$ cat config.mk
export PLATFORM = sky130hd
export DESIGN_NAME = pp3_sync_fifo
export DESIGN_NICKNAME = d
export VERILOG_FILES = /design/src/rtl/pp3_sync_fifo_pkg.sv /design/src/rtl/pp3_sync_fifo_ptr.sv /design/src/rtl/pp3_sync_fifo.sv
export SDC_FILE = /design/constraint.sdc
export NUM_CORES = 1
export LEC_CHECK = 0
export BUFFER_PORTS_ARGS = -buffer_cell sky130_fd_sc_hd__buf_4
export CAP_MARGIN = 20
export CORE_MARGIN = 2
export CORE_UTILIZATION = 30
export DETAILED_ROUTE_END_ITERATION = 6
export MAX_ROUTING_LAYER = met4
export SLEW_MARGIN = 20
export SYNTH_ARGS = -nofsm -noshare
export SYNTH_HDL_FRONTEND = slang
export SYNTH_SLANG_ARGS = --single-unit
$ cat constraint.sdc
create_clock -name CLK -period 2.83 [get_ports CLK]
set_input_delay 0.283 -clock CLK [delete_from_list [all_inputs] [get_ports CLK]]
set_output_delay 0.283 -clock CLK [all_outputs]
set_load 0.005 [all_outputs]
$ cat src/rtl/pp3_sync_fifo_pkg.sv
// pp3_sync_fifo_pkg
// Shared types and helpers for the PP3 synchronous FIFO slice.
//   addr_width() : pointer width for a power-of-two depth
//   fifo_op_e    : per-cycle accepted-operation encoding {write, read}
package pp3_sync_fifo_pkg;

    // Pointer width for a power-of-two depth (depth >= 2).
    function automatic int addr_width(input int depth);
        return $clog2(depth);
    endfunction

    // Which requests were accepted this cycle, encoded as {write, read}.
    typedef enum logic [1:0] {
        OP_IDLE  = 2'b00,
        OP_READ  = 2'b01,
        OP_WRITE = 2'b10,
        OP_BOTH  = 2'b11
    } fifo_op_e;

endpackage

$ cat src/rtl/pp3_sync_fifo_ptr.sv
// pp3_sync_fifo_ptr
// AW-bit wrapping pointer built from a single sync-reset, clock-enabled flop bank.
// Ports:
//   CLK : rising-edge clock
//   RST : synchronous active-high reset, clears Q
//   INC : advance by one, wrapping from 2**AW-1 to 0 by natural overflow
//   Q   : current pointer value
module pp3_sync_fifo_ptr #(
    parameter int AW = 2
) (
    input  logic          CLK,
    input  logic          RST,
    input  logic          INC,
    output logic [AW-1:0] Q
);

    logic [AW-1:0] q_r;

    // Pointer register: reset folded into D, INC acts as clock enable.
    always_ff @(posedge CLK) begin
        if (RST) begin
            q_r <= {AW{1'b0}};
        end else if (INC) begin
            q_r <= q_r + AW'(1);
        end
    end

    assign Q = q_r;

endmodule

$ cat src/rtl/pp3_sync_fifo.sv
// pp3_sync_fifo
// Small synchronous FIFO made only of sync-reset / clock-enabled D flops, so the
// whole datapath (storage, pointers, occupancy, sticky flags) stays sync-only.
// Ports:
//   CLK   : rising-edge clock
//   RST   : synchronous active-high reset (contents discarded, mem untouched)
//   WR_EN : write request, accepted when not FULL
//   DIN   : write data
//   RD_EN : read request, accepted when not EMPTY
//   DOUT  : registered read data, holds when no read is accepted
//   FULL  : COUNT == DEPTH
//   EMPTY : COUNT == 0
//   COUNT : current occupancy
//   OVF   : sticky, write requested while full
//   UDF   : sticky, read requested while empty
module pp3_sync_fifo
    import pp3_sync_fifo_pkg::*;
#(
    parameter int   WIDTH = 8,
    parameter int   DEPTH = 4,
    parameter logic INIT  = 1'b0
) (
    input  logic                       CLK,
    input  logic                       RST,
    input  logic                       WR_EN,
    input  logic [WIDTH-1:0]           DIN,
    input  logic                       RD_EN,
    output logic [WIDTH-1:0]           DOUT,
    output logic                       FULL,
    output logic                       EMPTY,
    output logic [$clog2(DEPTH):0]     COUNT,
    output logic                       OVF,
    output logic                       UDF
);

    localparam int AW = addr_width(DEPTH);
    localparam int CW = AW + 1;

    logic [WIDTH-1:0] mem_r [DEPTH];
    logic [WIDTH-1:0] dout_r;
    logic [CW-1:0]    count_r;
    logic             ovf_r;
    logic             udf_r;

    logic [AW-1:0]    wptr_s;
    logic [AW-1:0]    rptr_s;
    logic             full_s;
    logic             empty_s;
    logic             wa_s;
    logic             ra_s;
    fifo_op_e         op_s;

    // Flags decode purely from the occupancy register.
    assign full_s  = (count_r == CW'(DEPTH));
    assign empty_s = (count_r == {CW{1'b0}});

    // Accept decisions use the flags from before the edge; encode the result.
    always_comb begin
        wa_s = WR_EN & ~full_s;
        ra_s = RD_EN & ~empty_s;
        case ({wa_s, ra_s})
            2'b01:   op_s = OP_READ;
            2'b10:   op_s = OP_WRITE;
            2'b11:   op_s = OP_BOTH;
            default: op_s = OP_IDLE;
        endcase
    end

    pp3_sync_fifo_ptr #(.AW(AW)) u_wptr (
        .CLK (CLK),
        .RST (RST),
        .INC (wa_s),
        .Q   (wptr_s)
    );

    pp3_sync_fifo_ptr #(.AW(AW)) u_rptr (
        .CLK (CLK),
        .RST (RST),
        .INC (ra_s),
        .Q   (rptr_s)
    );

    // Storage: plain enabled flops, never reset; RST blocks the write so mem is untouched.
    always_ff @(posedge CLK) begin
        if (!RST && wa_s) begin
            mem_r[wptr_s] <= DIN;
        end
    end

    // Occupancy: +1 on write only, -1 on read only, hold on both or neither.
    always_ff @(posedge CLK) begin
        if (RST) begin
            count_r <= {CW{1'b0}};
        end else begin
            case (op_s)
                OP_WRITE: count_r <= count_r + CW'(1);
                OP_READ:  count_r <= count_r - CW'(1);
                default:  count_r <= count_r;
            endcase
        end
    end

    // Registered read data; loads only on an accepted read.
    always_ff @(posedge CLK) begin
        if (RST) begin
            dout_r <= {WIDTH{INIT}};
        end else if (ra_s) begin
            dout_r <= mem_r[rptr_s];
        end
    end

    // Sticky error flags, cleared only by reset.
    always_ff @(posedge CLK) begin
        if (RST) begin
            ovf_r <= 1'b0;
            udf_r <= 1'b0;
        end else begin
            ovf_r <= ovf_r | (WR_EN & full_s);
            udf_r <= udf_r | (RD_EN & empty_s);
        end
    end

    assign DOUT  = dout_r;
    assign FULL  = full_s;
    assign EMPTY = empty_s;
    assign COUNT = count_r;
    assign OVF   = ovf_r;
    assign UDF   = udf_r;

endmodule

Word-level counts from Yosys, hierarchy flattened
Memories as Yosys holds them, arrays and structs flattened. A register that Yosys moved wholly into a read port is not among the register bits.
Cells that the tools add are included.
- bits in registers: 9
- RAM bits: 32
- input port bits: 12
- memories kept: 1
- output and inout port bits: 15
- reduce and logical (&&, ||, !) cells: 4
- eq/ne operators: 6
- mux-type cells: 4
- add/subtract/negate cells: 4
- bitwise operators: 8
- memory list (name ; depth ; width ; rd ports ; clocked after memory_dff ; write ports ; RTL line ; text):
    mem_r ; 4 ; 8 ; 1 ; 1 ; 1 ; pp3_sync_fifo.sv:39 ; logic [WIDTH-1:0] mem_r [DEPTH];
- operator list (operator ; number):
    $eq 2x2->1 const B ; 3
    $pmux 2 s3 ; 1
    $pmux 3 s2 ; 1
    $add 2x1->2 const B ; 2
    $and 1x1->1 ; 4
    $eq 2x1->1 const B ; 2
    $add 3x1->3 const B ; 1
    $eq 3x3->1 const B ; 1
    $logic_not 3->1 ; 1
    $sub 3x1->3 const B ; 1
    $mux 1 ; 2
    $not 1->1 ; 2
    $or 1x1->1 ; 2
    $reduce_bool 2->1 ; 1
    $logic_and 1x1->1 ; 1
    $logic_not 1->1 ; 1

Logic depth before layout (Yosys ltp)
Gate-level depths: netlist (run 1).
- depth in word-level cells: 7
- mapped depth: 9
- depth with buffers taken out: 8

Cells and area by module
From an unflattened synthesis (run 1), not the netlist that was laid out.
- cell total of the unflattened synthesis: 108
- area, all modules: 1838.0 µm²
- by module, submodules not included (module ; area each (µm²) ; cells an instance ; seq. area each (µm²) ; instances):
    pp3_sync_fifo ; 1680.4 ; 94 ; 1221.2 ; 1
    pp3_sync_fifo_ptr ; 78.8 ; 7 ; 40.0 ; 2

Worst setup path before layout (run 1)
OpenSTA, ideal clock, no wires.
- path kind: register to register
- start: reg count_r[2], in the netlist COUNT[2]
- end: reg count_r[2], in the netlist COUNT[2]
- buffers on the path: 0
- library setup time: 70 ps
- setup slack: 783 ps
- cell stages (with the launch flop): 9
- arrival: 1977 ps
- cell sequence: dfxtp_1 nor3b_4 nand2b_1 ha_1 inv_1 fa_1 xor2_1 or3_1 a21oi_1
- longest elaborated chain between the ends: 7
- elaborated cells on any way between the ends: 16
- those cells by class: add/sub: 2; eq/ne: 6; mux: 2; bitwise: 4; reduce/logical: 2
- ends and longest elaborated chain (what ; RTL line ; text):
    start: declaration ; pp3_sync_fifo.sv:41 ; logic [CW-1:0] count_r;
    start signal: assignment ; pp3_sync_fifo.sv:93 ; count_r <= {CW{1'b0}};
    start signal: assignment ; pp3_sync_fifo.sv:96 ; OP_WRITE: count_r <= count_r + CW'(1);
    start signal: assignment ; pp3_sync_fifo.sv:97 ; OP_READ: count_r <= count_r - CW'(1);
    $eq 3x3->1 (*) ; pp3_sync_fifo.sv:54 ; assign full_s = (count_r == CW'(DEPTH));
    via FULL ; pp3_sync_fifo.sv:29 ; output logic FULL,
    $not 1->1 (*) ; pp3_sync_fifo.sv:59 ; wa_s = WR_EN & ~full_s;
    $and 1x1->1 (*) ; pp3_sync_fifo.sv:59 ;
    $eq 2x2->1 / $eq 2x1->1 (equally long branches) ; pp3_sync_fifo.sv:61 ; case ({wa_s, ra_s})
    $pmux 2 s3 (*) ; pp3_sync_fifo.sv:61 ;
    $eq 2x1->1 / $eq 2x2->1 (equally long branches) ; pp3_sync_fifo.sv:95 ; case (op_s)
    $pmux 3 s2 / $reduce_bool 2->1 (equally long branches) ; -- ;
Mark *: on every way through the listed nets, which the timed path passes. The rest lies on a longest branch.
A chain may end at the register's enable or synchronous reset.

Worst setup path after layout (run 1)
- start: reg count_r[2], in the netlist COUNT[2]
- end: reg count_r[2], in the netlist COUNT[2]
- longest elaborated chain between the ends: 7
- elaborated cells on any way between the ends: 16
- those cells by class: add/sub: 2; eq/ne: 6; mux: 2; bitwise: 4; reduce/logical: 2
- ends and longest elaborated chain (what ; RTL line):
    $eq 3x3->1 / $logic_not 3->1 (equally long branches) ; pp3_sync_fifo.sv:54, pp3_sync_fifo.sv:55
    $not 1->1 (on tied branches) ; pp3_sync_fifo.sv:59, pp3_sync_fifo.sv:60
    $and 1x1->1 (on tied branches) ; pp3_sync_fifo.sv:59, pp3_sync_fifo.sv:60
    $eq 2x2->1 / $eq 2x1->1 (equally long branches) ; pp3_sync_fifo.sv:61
    $pmux 2 s3 ; pp3_sync_fifo.sv:61
    $eq 2x1->1 / $eq 2x2->1 (equally long branches) ; pp3_sync_fifo.sv:95
    $pmux 3 s2 / $reduce_bool 2->1 (equally long branches) ; --
Parallel ways exist; a longest one is shown, timed or not.

==> run metrics, run 1 <==
Post-DRT Antenna Nets 0; Initial Utilization 0.308; r2r worst-path depth 8; Clock Tree Buf Depth 2; Fin Setup TNS 0 ps; post-CTS setup repair buffer count 0; IO Port Bufs 26; Vias/cell 4.37; Pwr per Cell Area 790 nW/um2; Post-Syn Instances 133; largest net degree at the start of global routing 19; Vias 1049; htree depth 2; Hold Vio Cnt, Final 0; Final period util 0.772; Cell Area, Synth 1940 um2; Max Clock Skew 12.4 ps; R2R Path End COUNT[2]$_SDFFE_PP0P_; overall power 1.81 mW; ANT cells 0; flops & latches, synth 49; Worst R2R Setup Slack 650 ps; Die Area 7140 um2; Critical Path Source COUNT[2]$_SDFFE_PP0P_; first-pass GRT wire length 5.13 mm; Layout Nets 180; reg2reg start COUNT[2]$_SDFFE_PP0P_; dpl hpwl 2.20 mm; drt total wl 3.18 mm; CTS sink count 49; Die Wd 84.5 um; final setup vio count 0; HP Start DIN[2]; Critical Path Fanout Max 8; part of the Yosys area used for sequential elements 0.669; Max-Cap Viols 0; RSZ-0062 raised after global routing false; Core Rows 29; most frequent cells in the layout 32 x edfxtp_1, 27 x buf_4, 17 x dfxtp_1; yosys warns 0; Max stage delay on crit path 420 ps; fillers 639; max-slew violations 0; gr usage total 0.0954; slowest CP cell dfxtp_1; crit path kind flop to flop; synth unique cells 25; Avg WL per Cell 13.2 um; outcome completed; Worst-Skew Late Latency 300 ps; Slew headroom 0.550; Crit path arrival time 2420 ps; hold-critical path endpoint mem_r[1][2]$_DFFE_PP_; initial antenna violation count 0; vias in the first global route 1065; Worst Hold Class primary input to flop; Pre-antenna DRT Iters 4; RePlAce Congestion 0.755; Post-route DRC 0; hold-fix buffers at CTS 0; CP required 3060 ps; post_cts resized 0; synth-to-layout area growth 18.2%; Root Driver clkbuf_8; CP cell instances nor3b_4 > nand2b_1 > ha_1 > inv_1 > fa_1 > xor2_1 > or3_1 > a21oi_1; CTS clk-pin slew, worst paths 100 ps; Die Y 84.5 um; most common cell after layout, fill and taps aside edfxtp_1; worst hold path depth 1; VDD IR max 357 uV; leak pwr 0.806 nW; GRT overflow 0; Least-Margin Pin Slew 674 ps; TritonCTS buffer count 5; Core ar. 6310 um2; Starting DRT DRC Count 58; io pins 27; syn_nets 151; CTS tree done; CP endpoint kind flop; share of cells above drive strength 1 0.288; synthesized area per cell 14.6 um2; CP startpoint kind flop; Fmax 458 MHz; Final min period 2180 ps
## metrics by stage
| step | util | std cells | setup WS [ps] | hold slack, ps | area (um2) |
|---|---|---|---|---|---|
| final | 0.364 | 240 | 647 | 180 | 2300 |
| after global routing | 0.364 | 240 | 466 | 170 | 2300 |
| after CTS | 0.364 | 240 | 631 | 175 | 2300 |
| after detailed placement | 0.350 | 232 | 654 | 455 | 2210 |
| after global placement | 0.350 | 232 | 724 | 444 | 2210 |
| after floorplan | - | 133 | 783 | 382 | 1940 |
## worst max-delay path, delay by kind of cell (launching register included)
kind,cells,cell delay (ps)
AND/OR/NAND/NOR,3,810
adder cells (fa/ha/maj),2,540
flip-flops,1,420
XOR/XNOR,1,160
AO/OA/AOI/OAI,1,140
buffers and inverters,1,60
## worst max-delay path by stage
| stage | to | slack (ps) | cells past startpoint |
|---|---|---|---|
| floorplan | COUNT[2]$_SDFFE_PP0P_ | 780 | 8 |
| global placement | COUNT[2]$_SDFFE_PP0P_ | 720 | 8 |
| detailed placement | COUNT[2]$_SDFFE_PP0P_ | 650 | 8 |
| CTS | COUNT[2]$_SDFFE_PP0P_ | 630 | 8 |
| global route | COUNT[2]$_SDFFE_PP0P_ | 470 | 8 |
| finish | COUNT[2]$_SDFFE_PP0P_ | 650 | 8 |
## report_power, final
group / internal (mW) / total (mW) / switching (mW) / leakage [nW]
Clock: 0.175 / 0.406 / 0.231 / 0.0445
Sequential: 0.848 / 0.950 / 0.102 / 0.430
Combinational: 0.263 / 0.458 / 0.195 / 0.332
Total: 1.29 / 1.81 / 0.528 / 0.806
## registers in the layout, indices dropped and copies added, names as in the netlist
signal / flops
DOUT: 8
UDF: 1
u_wptr.Q: 2
OVF: 1
u_rptr.Q: 2
mem_r: 32
COUNT: 3
## metal layers
metal,up-vias,wire [um],GRT usage
li1,533,-,-
met1,499,1420,0.111
met2,15,1660,0.160
met3,2,84,0.0236
met4,0,16,0.0346
met5,-,0,-
## cells by family after synthesis
kind of cell               Yosys count  synth area share
DFF                                 49             0.669
and+or+nand+nor                     34            0.0869
AOI/OAI and AO/OA                   20            0.0553
buffers and inverters               13            0.0360
muxes                                8            0.0927
adders and majority gates            6            0.0425
xor gates and xnor gates             3            0.0174
## synth_stat cells
library cell  number  share of area
nor3_1             2         0.0051
o21ai_0            3         0.0077
nand3b_1           1         0.0039
nand2b_1           1         0.0032
o21ai_1            1         0.0026
o31ai_2            1         0.0064
fa_1               1          0.010
a21oi_1           15          0.039
dfxtp_1           17           0.18
ha_1               5          0.032
inv_1              7          0.014
buf_6              2          0.012
and2_1             4          0.013
nor2_1             6          0.012
inv_6              1         0.0045
or3_1              3         0.0097
xnor2_2            1         0.0084
nor3b_4            1         0.0097
clkbuf_1           1         0.0019
mux4_2             8          0.093
nand2_1           16          0.031
buf_1              1         0.0019
clkbuf_2           1         0.0026
edfxtp_1          32           0.49
xor2_1             2         0.0090
## area by class of cell
cell class                      count  area, um2  area share
Clock buffer                        5       68.8      0.0299
Clock inverter                      3       21.3     0.00925
Inverter                            8       35.0      0.0152
Multi-Input combinational cell     71        573       0.249
Sequential cell                    49       1300       0.566
Tap cell                           77       96.3      0.0419
Timing Repair Buffer               27        203      0.0882
(Power assumes the default switching activity.)
==> inputs of run 2 (changes only) <==
--- a/config.mk
+++ b/config.mk
@@ -5,6 +5,7 @@
 export SDC_FILE = /design/constraint.sdc
 export NUM_CORES = 1
 export LEC_CHECK = 0
+export ABC_AREA = 1
 export BUFFER_PORTS_ARGS = -buffer_cell sky130_fd_sc_hd__buf_4
 export CAP_MARGIN = 20
 export CORE_MARGIN = 2
==> constraint.sdc (replaced) <==
create_clock -name CLK -period 1.77 [get_ports CLK]
set_input_delay 0.177 -clock CLK [delete_from_list [all_inputs] [get_ports CLK]]
set_output_delay 0.177 -clock CLK [all_outputs]
set_load 0.005 [all_outputs]
==> run metrics, run 2 <==
Post-Syn Instances 252 (+89%); routed wl met2 1.94 mm (+17%); Post-route DRC 0 (unchanged); Worst Hold Class primary input to flop; final setup vio count 0 (unchanged); vias in the first global route 1385 (+30%); Final period util 0.953 (+0.182); worst hold path depth 2 (+1); Final min period 1690 ps (-496 ps); ANT cells 0 (unchanged); Core Rows 32 (+10%); Least-Margin Pin Slew 636 ps (-38.1 ps); CP required 1970 ps (-1090 ps); HP Start RST; DP Cell Count 385 (+66%); Hold Vio Cnt, Final 0 (unchanged); Avg WL per Cell 10.1 um (-24%); CP cell instances nor2_4 > nand2_2 > inv_2 > nor2_4 > inv_2 > ha_4 > inv_2 > fa_2 > inv_1 > nand2_1 > nand3_2 > nand2_1 > nand2_1 > nor2_1; Pre-antenna DRT Iters 4 (unchanged); crit path kind flop to flop; reg2reg start COUNT[1]$_SDFFE_PP0P_; top post-synthesis cells by area edfxtp_1 42%, dfxtp_1 15%, nand2_1 9.2%; CTS tree done; Cell Area, Synth 2310 um2 (+19%); leak pwr 1.30 nW (+61%); Placement Setup Slack 12.5 ps (-641 ps); RSZ-0062 raised after global routing true; Initial Utilization 0.304 (-0.00385); IO Port Bufs 26 (unchanged); DR top layer met4; CTS sink count 49 (unchanged); Die Area 8430 um2 (+18%); htree depth 2 (unchanged); Post-DRT Antenna Nets 0 (unchanged); fin util 0.366 (+0.00157); synth-to-layout area growth 20.2%; Pwr per Cell Area 1250 nW/um2 (+59%); most frequent cells in the layout 56 x nand2_1, 51 x inv_1, 38 x buf_4; synthesized area per cell 9.18 um2 (-37%); TritonCTS buffer count 5 (unchanged); EDFF count, synth 32 (unchanged); part of the Yosys area used for sequential elements 0.562 (-0.107); first-pass GRT wire length 6.65 mm (+30%); Starting DRT DRC Count 59 (+1.7%); yosys warns 0 (unchanged); flops & latches, synth 49 (unchanged); Vias/cell 3.89 (-11%); Post-synth top flop edfxtp_1; Synth async-reset ratio 0 (unchanged); final hold slack 47.3 ps (-133 ps); max-slew violations 0 (unchanged); slowest CP cell fa_2; Worst-Skew Late Latency 300 ps (about the same); Vias 1534 (+46%); WL met1 1.80 mm (+27%); Max-Cap Viols 0 (unchanged); Critical Path Fanout Max 4 (-4); share of cells above drive strength 1 0.284 (-0.00410); CP endpoint kind flop; Fmax 593 MHz (+29%); r2r worst-path depth 14 (+6); Clock Tree Buf Depth 2 (unchanged); Core ar. 7610 um2 (+20%); Synth top cells by count 57 x nand2_1, 53 x inv_1, 32 x edfxtp_1, 28 x nor2_1, 18 x nand3_1; Yosys top cell area share 0.415 (-0.0788); most common cell after layout, fill and taps aside nand2_1; Root Driver clkbuf_8; Die Y 91.8 um (+8.7%); cell accounting for the most synthesized area edfxtp_1; initial antenna violation count 0 (unchanged); max reg flops 32 (unchanged); post-route cell area 2780 um2 (+21%); fillers 786 (+23%); RePlAce Congestion 0.781 (+3.4%); outcome completed; syn_nets 270 (+79%); VDD IR max 356 uV (-0.23%); Reg with most FFs mem_r; drt total wl 3.97 mm (+25%); Worst R2R Setup Slack 80 ps (-560 ps); dpl hpwl 2.76 mm (+26%); fin worst setup slack 82.4 ps (-564 ps); CTS clk-pin slew, worst paths 90 ps (about the same); Cell Count, Final, Fillers Out 394 (+64%); Max Clock Skew 6.94 ps (-5.48 ps); largest net degree at the start of global routing 19 (unchanged); GRT overflow 0 (unchanged); Die Wd 91.8 um (+8.7%); R2R Path End COUNT[2]$_SDFFE_PP0P_; gr usage total 0.106 (+0.0111); Slew headroom 0.576 (+0.0255); Cell Area, Placed 2640 um2 (+19%); Layout Nets 309 (+72%); hold-critical path endpoint u_rptr.Q[1]$_SDFFE_PP0P_; CP startpoint kind flop; metal3 WL 175 um (+110%); synth unique cells 26 (+4.0%); io pins 27 (unchanged); Fin Setup TNS 0 ps (unchanged); count leader, synth nand2_1; Crit path arrival time 1890 ps (-530 ps); Max stage delay on crit path 360 ps (-60 ps); overall power 3.49 mW (+92%)
[run 2: cell types whose count changed in the layout (fill, tap and decap cells not counted), sizes merged, moves of 2 or more]
cell,previous run,this run
inv,9,61
nor3,2,0
nand3,0,19
or3,3,0
xor2,2,0
nand2,16,71
mux4,8,0
a21oi,15,4
nor2,6,31
and2,4,0
buf,27,38
[run 2: routing by layer]
metal,vias up,GRT usage
met3,7,0.0312
met2,30,0.165
met1,664,0.130
met4,0,0.0460
li1,833,-
met5,-,-
[run 2: worst max-delay path by stage]
stage	start	endpoint	slack (ps)	cells after the start
4_1_cts	COUNT[0]$_SDFFE_PP0P_	COUNT[2]$_SDFFE_PP0P_	5	14
2_1_floorplan	COUNT[0]$_SDFFE_PP0P_	COUNT[2]$_SDFFE_PP0P_	90	14
5_1_grt	COUNT[1]$_SDFFE_PP0P_	COUNT[2]$_SDFFE_PP0P_	-20	14
3_5_place_dp	COUNT[0]$_SDFFE_PP0P_	COUNT[2]$_SDFFE_PP0P_	10	14
3_3_place_gp	COUNT[0]$_SDFFE_PP0P_	COUNT[2]$_SDFFE_PP0P_	60	14
6_report	COUNT[1]$_SDFFE_PP0P_	COUNT[2]$_SDFFE_PP0P_	80	14
[run 2: final cells by class]
class,count,area [um2],area share
sequential,49,1310,0.469
multi-input combinational,136,719,0.259
timing repair buffer,38,285,0.103
inverter,61,236,0.0850
tap,102,128,0.0459
clock buffer,6,93.8,0.0337
clock inverter,2,13.8,0.00495
[run 2: critical path, delay by kind of cell, from the launching register on]
kind | cells | cell delay, ps
buffers and inverters | 4 | 250
adders and majority gates | 2 | 490
and+or+nand+nor | 8 | 500
DFF | 1 | 340
[run 2: cells by family after synthesis]
family                     share of synthesized area
adders and majority gates                     0.0357
DFF                                            0.562
and+or+nand+nor                                0.243
buffers and inverters                          0.137
AOI/OAI and AO/OA                             0.0216
[run 2: power by group]
part | leakage (nW) | switching (mW) | total, mW | internal (mW)
registers | 0.432 | 0.127 | 1.51 | 1.38
clock network | 0.0567 | 0.370 | 0.737 | 0.367
logic | 0.810 | 0.683 | 1.24 | 0.557
total | 1.30 | 1.18 | 3.49 | 2.31
[run 2: what timing repair did]
item,in CTS,in global routing
buffers inserted,0,1
gates resized for setup,0,11
setup endpoints to repair,0,1
hold buffers,0,0
==> inputs of run 3 (changes only) <==
--- a/config.mk
+++ b/config.mk
@@ -8,8 +8,10 @@
 export ABC_AREA = 1
 export BUFFER_PORTS_ARGS = -buffer_cell sky130_fd_sc_hd__buf_4
 export CAP_MARGIN = 20
+export CORE_ASPECT_RATIO = 2
 export CORE_MARGIN = 2
 export CORE_UTILIZATION = 30
+export CTS_BUF_LIST = sky130_fd_sc_hd__clkbuf_16
 export DETAILED_ROUTE_END_ITERATION = 6
 export MAX_ROUTING_LAYER = met4
 export SLEW_MARGIN = 20
==> run metrics, run 3 (synthesized netlist as in run 2, its figures left out) <==
outcome completed; dpl hpwl 2.89 mm (+4.6%); Layout Nets 309 (unchanged); Placement Setup Slack 15.3 ps (+2.78 ps); Post-route DRC 0 (unchanged); CP startpoint kind flop; IO Port Bufs 26 (unchanged); r2r worst-path depth 13 (-1); Max stage delay on crit path 380 ps (+20 ps); largest net degree at the start of global routing 20 (+1); Die Y 128 um (+40%); Starting DRT DRC Count 42 (-29%); worst hold path depth 2 (unchanged); delay-heaviest family, CP adder cells; stages on the worst setup path 13 (-1); Switching Share 0.327 (-0.0112); leak pwr 1.31 nW (+0.98%); TritonCTS buffer count 5 (unchanged); Max Clock Skew 8.27 ps (+1.33 ps); final setup vio count 0 (unchanged); Worst R2R Setup Slack 90 ps (about the same); ANT cells 0 (unchanged); Die Wd 66.1 um (-28%); VDD IR max 439 uV (+23%); io pins 27 (unchanged); Fmax 595 MHz (+0.35%); Max-Cap Viols 0 (unchanged); Clock power frac 0.250 (+0.039); Core ar. 7540 um2 (-0.82%); crit path kind flop to flop; CP bufs+invs 3 (-1); most used cell, CP nand2_1; Cell Count, Final, Fillers Out 386 (-2.0%); P_sw 1.20 mW (+1.3%); most frequent cells in the layout 56 x nand2_1, 52 x inv_1, 38 x buf_4; slowest CP cell dfxtp_1; R2R Path End COUNT[2]$_SDFFE_PP0P_; CP endpoint kind flop; Least-Margin Pin Slew 252 ps (-384 ps); Final period util 0.950 (-0.00332); most common cell after layout, fill and taps aside nand2_1; RSZ-0062 raised after global routing true; Cell Area, Placed 2630 um2 (-0.38%); Crit path arrival time 1870 ps (-20 ps); Final min period 1680 ps (-5.88 ps); fin worst setup slack 88.2 ps (+5.88 ps); DP Cell Count 377 (-2.1%); Hold Vio Cnt, Final 0 (unchanged); Vias 1546 (+0.78%); Initial Utilization 0.307 (+0.00252); max reg flops 32 (unchanged); CP cell instances nor2_4 > nand2_4 > nand2_8 > inv_1 > ha_4 > inv_2 > fa_2 > inv_1 > nand2_1 > nand3_2 > nand2_1 > nand2_1 > nor2_1; Multi-input gate area 722 um2 (+0.35%); CTS sink count 49 (unchanged); Reg area 1300 um2 (about the same); htree depth 2 (unchanged); RePlAce Congestion 0.776 (-0.67%); share of cells above drive strength 1 0.274 (-0.0103); reg2reg start COUNT[0]$_SDFFE_PP0P_; Pwr per Cell Area 1300 nW/um2 (+3.5%); initial antenna violation count 0 (unchanged); max-slew violations 0 (unchanged); overall power 3.65 mW (+4.8%); synth-to-layout area growth 21.7%; Pint 2.46 mW (+6.6%); Slew headroom 0.832 (+0.256); drt total wl 3.80 mm (-4.4%); Critical Path Fanout Max 3 (-1); first-pass GRT wire length 6.47 mm (-2.7%); worst setup path endpoint COUNT[2]$_SDFFE_PP0P_; Core Rows 45 (+41%); Root Driver clkbuf_16; final hold slack 63.0 ps (+15.6 ps); fillers 795 (+1.1%); Critical Path Source COUNT[0]$_SDFFE_PP0P_; Die Area 8470 um2 (+0.51%); Seq pwr share 0.404 (-0.029); CP required 1960 ps (about the same); GRT overflow 0 (unchanged); Reg with most FFs mem_r; post-route cell area 2820 um2 (+1.2%); vias in the first global route 1448 (+4.5%); Clock Tree Buf Depth 2 (unchanged); CTS tree done; Avg WL per Cell 9.84 um (-2.4%); gr usage total 0.103 (-0.00309); combinational share of power 0.346 (-0.009); Pre-antenna DRT Iters 2 (-2); Worst-Skew Late Latency 290 ps (about the same); Worst Hold Class primary input to flop; Post-DRT Antenna Nets 0 (unchanged); CTS clk-pin slew, worst paths 70 ps (-20 ps); Vias/cell 4.01 (+2.9%)
-- run 3: cell count changes in the layout (fill, tap and decap cells not counted), moves of 2 or more --
cell	change
clkinvlp_4	+3
clkbuf_16	+4
clkbuf_8	-5
inv_2	-2
-- run 3: routing by layer --
layer / GRT usage / share of wire / up-vias
met5: - / 0 / -
met4: 0.0576 / 0.025 / 0
met3: 0.0140 / 0.027 / 8
met2: 0.189 / 0.56 / 21
met1: 0.0997 / 0.38 / 686
li1: - / - / 831
-- run 3: how the worst min path moves through the flow --
| stage | to | slack, ps | start |
|---|---|---|---|
| 4_1_cts | u_rptr.Q[1]$_SDFFE_PP0P_ | 60 | RST |
| 3_3_place_gp | u_rptr.Q[1]$_SDFFE_PP0P_ | 370 | RST |
| 2_1_floorplan | u_rptr.Q[1]$_SDFFE_PP0P_ | 240 | RST |
| 3_5_place_dp | u_rptr.Q[1]$_SDFFE_PP0P_ | 370 | RST |
| 6_report | u_rptr.Q[1]$_SDFFE_PP0P_ | 60 | RST |
| 5_1_grt | u_rptr.Q[1]$_SDFFE_PP0P_ | 60 | RST |
-- run 3: area by class of cell --
type,count,area share
clock buffers,5,0.0444
flip-flops and latches,49,0.463
clock inverters,3,0.00800
multi-input cells,136,0.256
repair buffers,38,0.101
inverters,61,0.0849
well taps,94,0.0418
-- run 3: power by group through the flow --
stage	logic (mW)	registers [mW]	clock network (mW)
floorplan	0.878	1.50	0
global placement	1.21	1.49	0
detailed placement	1.23	1.50	0
CTS	1.23	1.47	0.939
global route	1.46	1.50	0.990
finish	1.27	1.48	0.912
-- run 3: per-stage QoR --
step | utilization | TNS, ps
after floorplan | - | 0
after global placement | 0.348 | 0
after detailed placement | 0.348 | 0
after CTS | 0.368 | 0
after global routing | 0.373 | -28.4
final | 0.373 | 0
-- run 3: what timing repair did --
item,in CTS,in global routing
setup endpoints to repair,0,1
resized for setup,0,10
hold buffers,0,0
buffers inserted,0,1
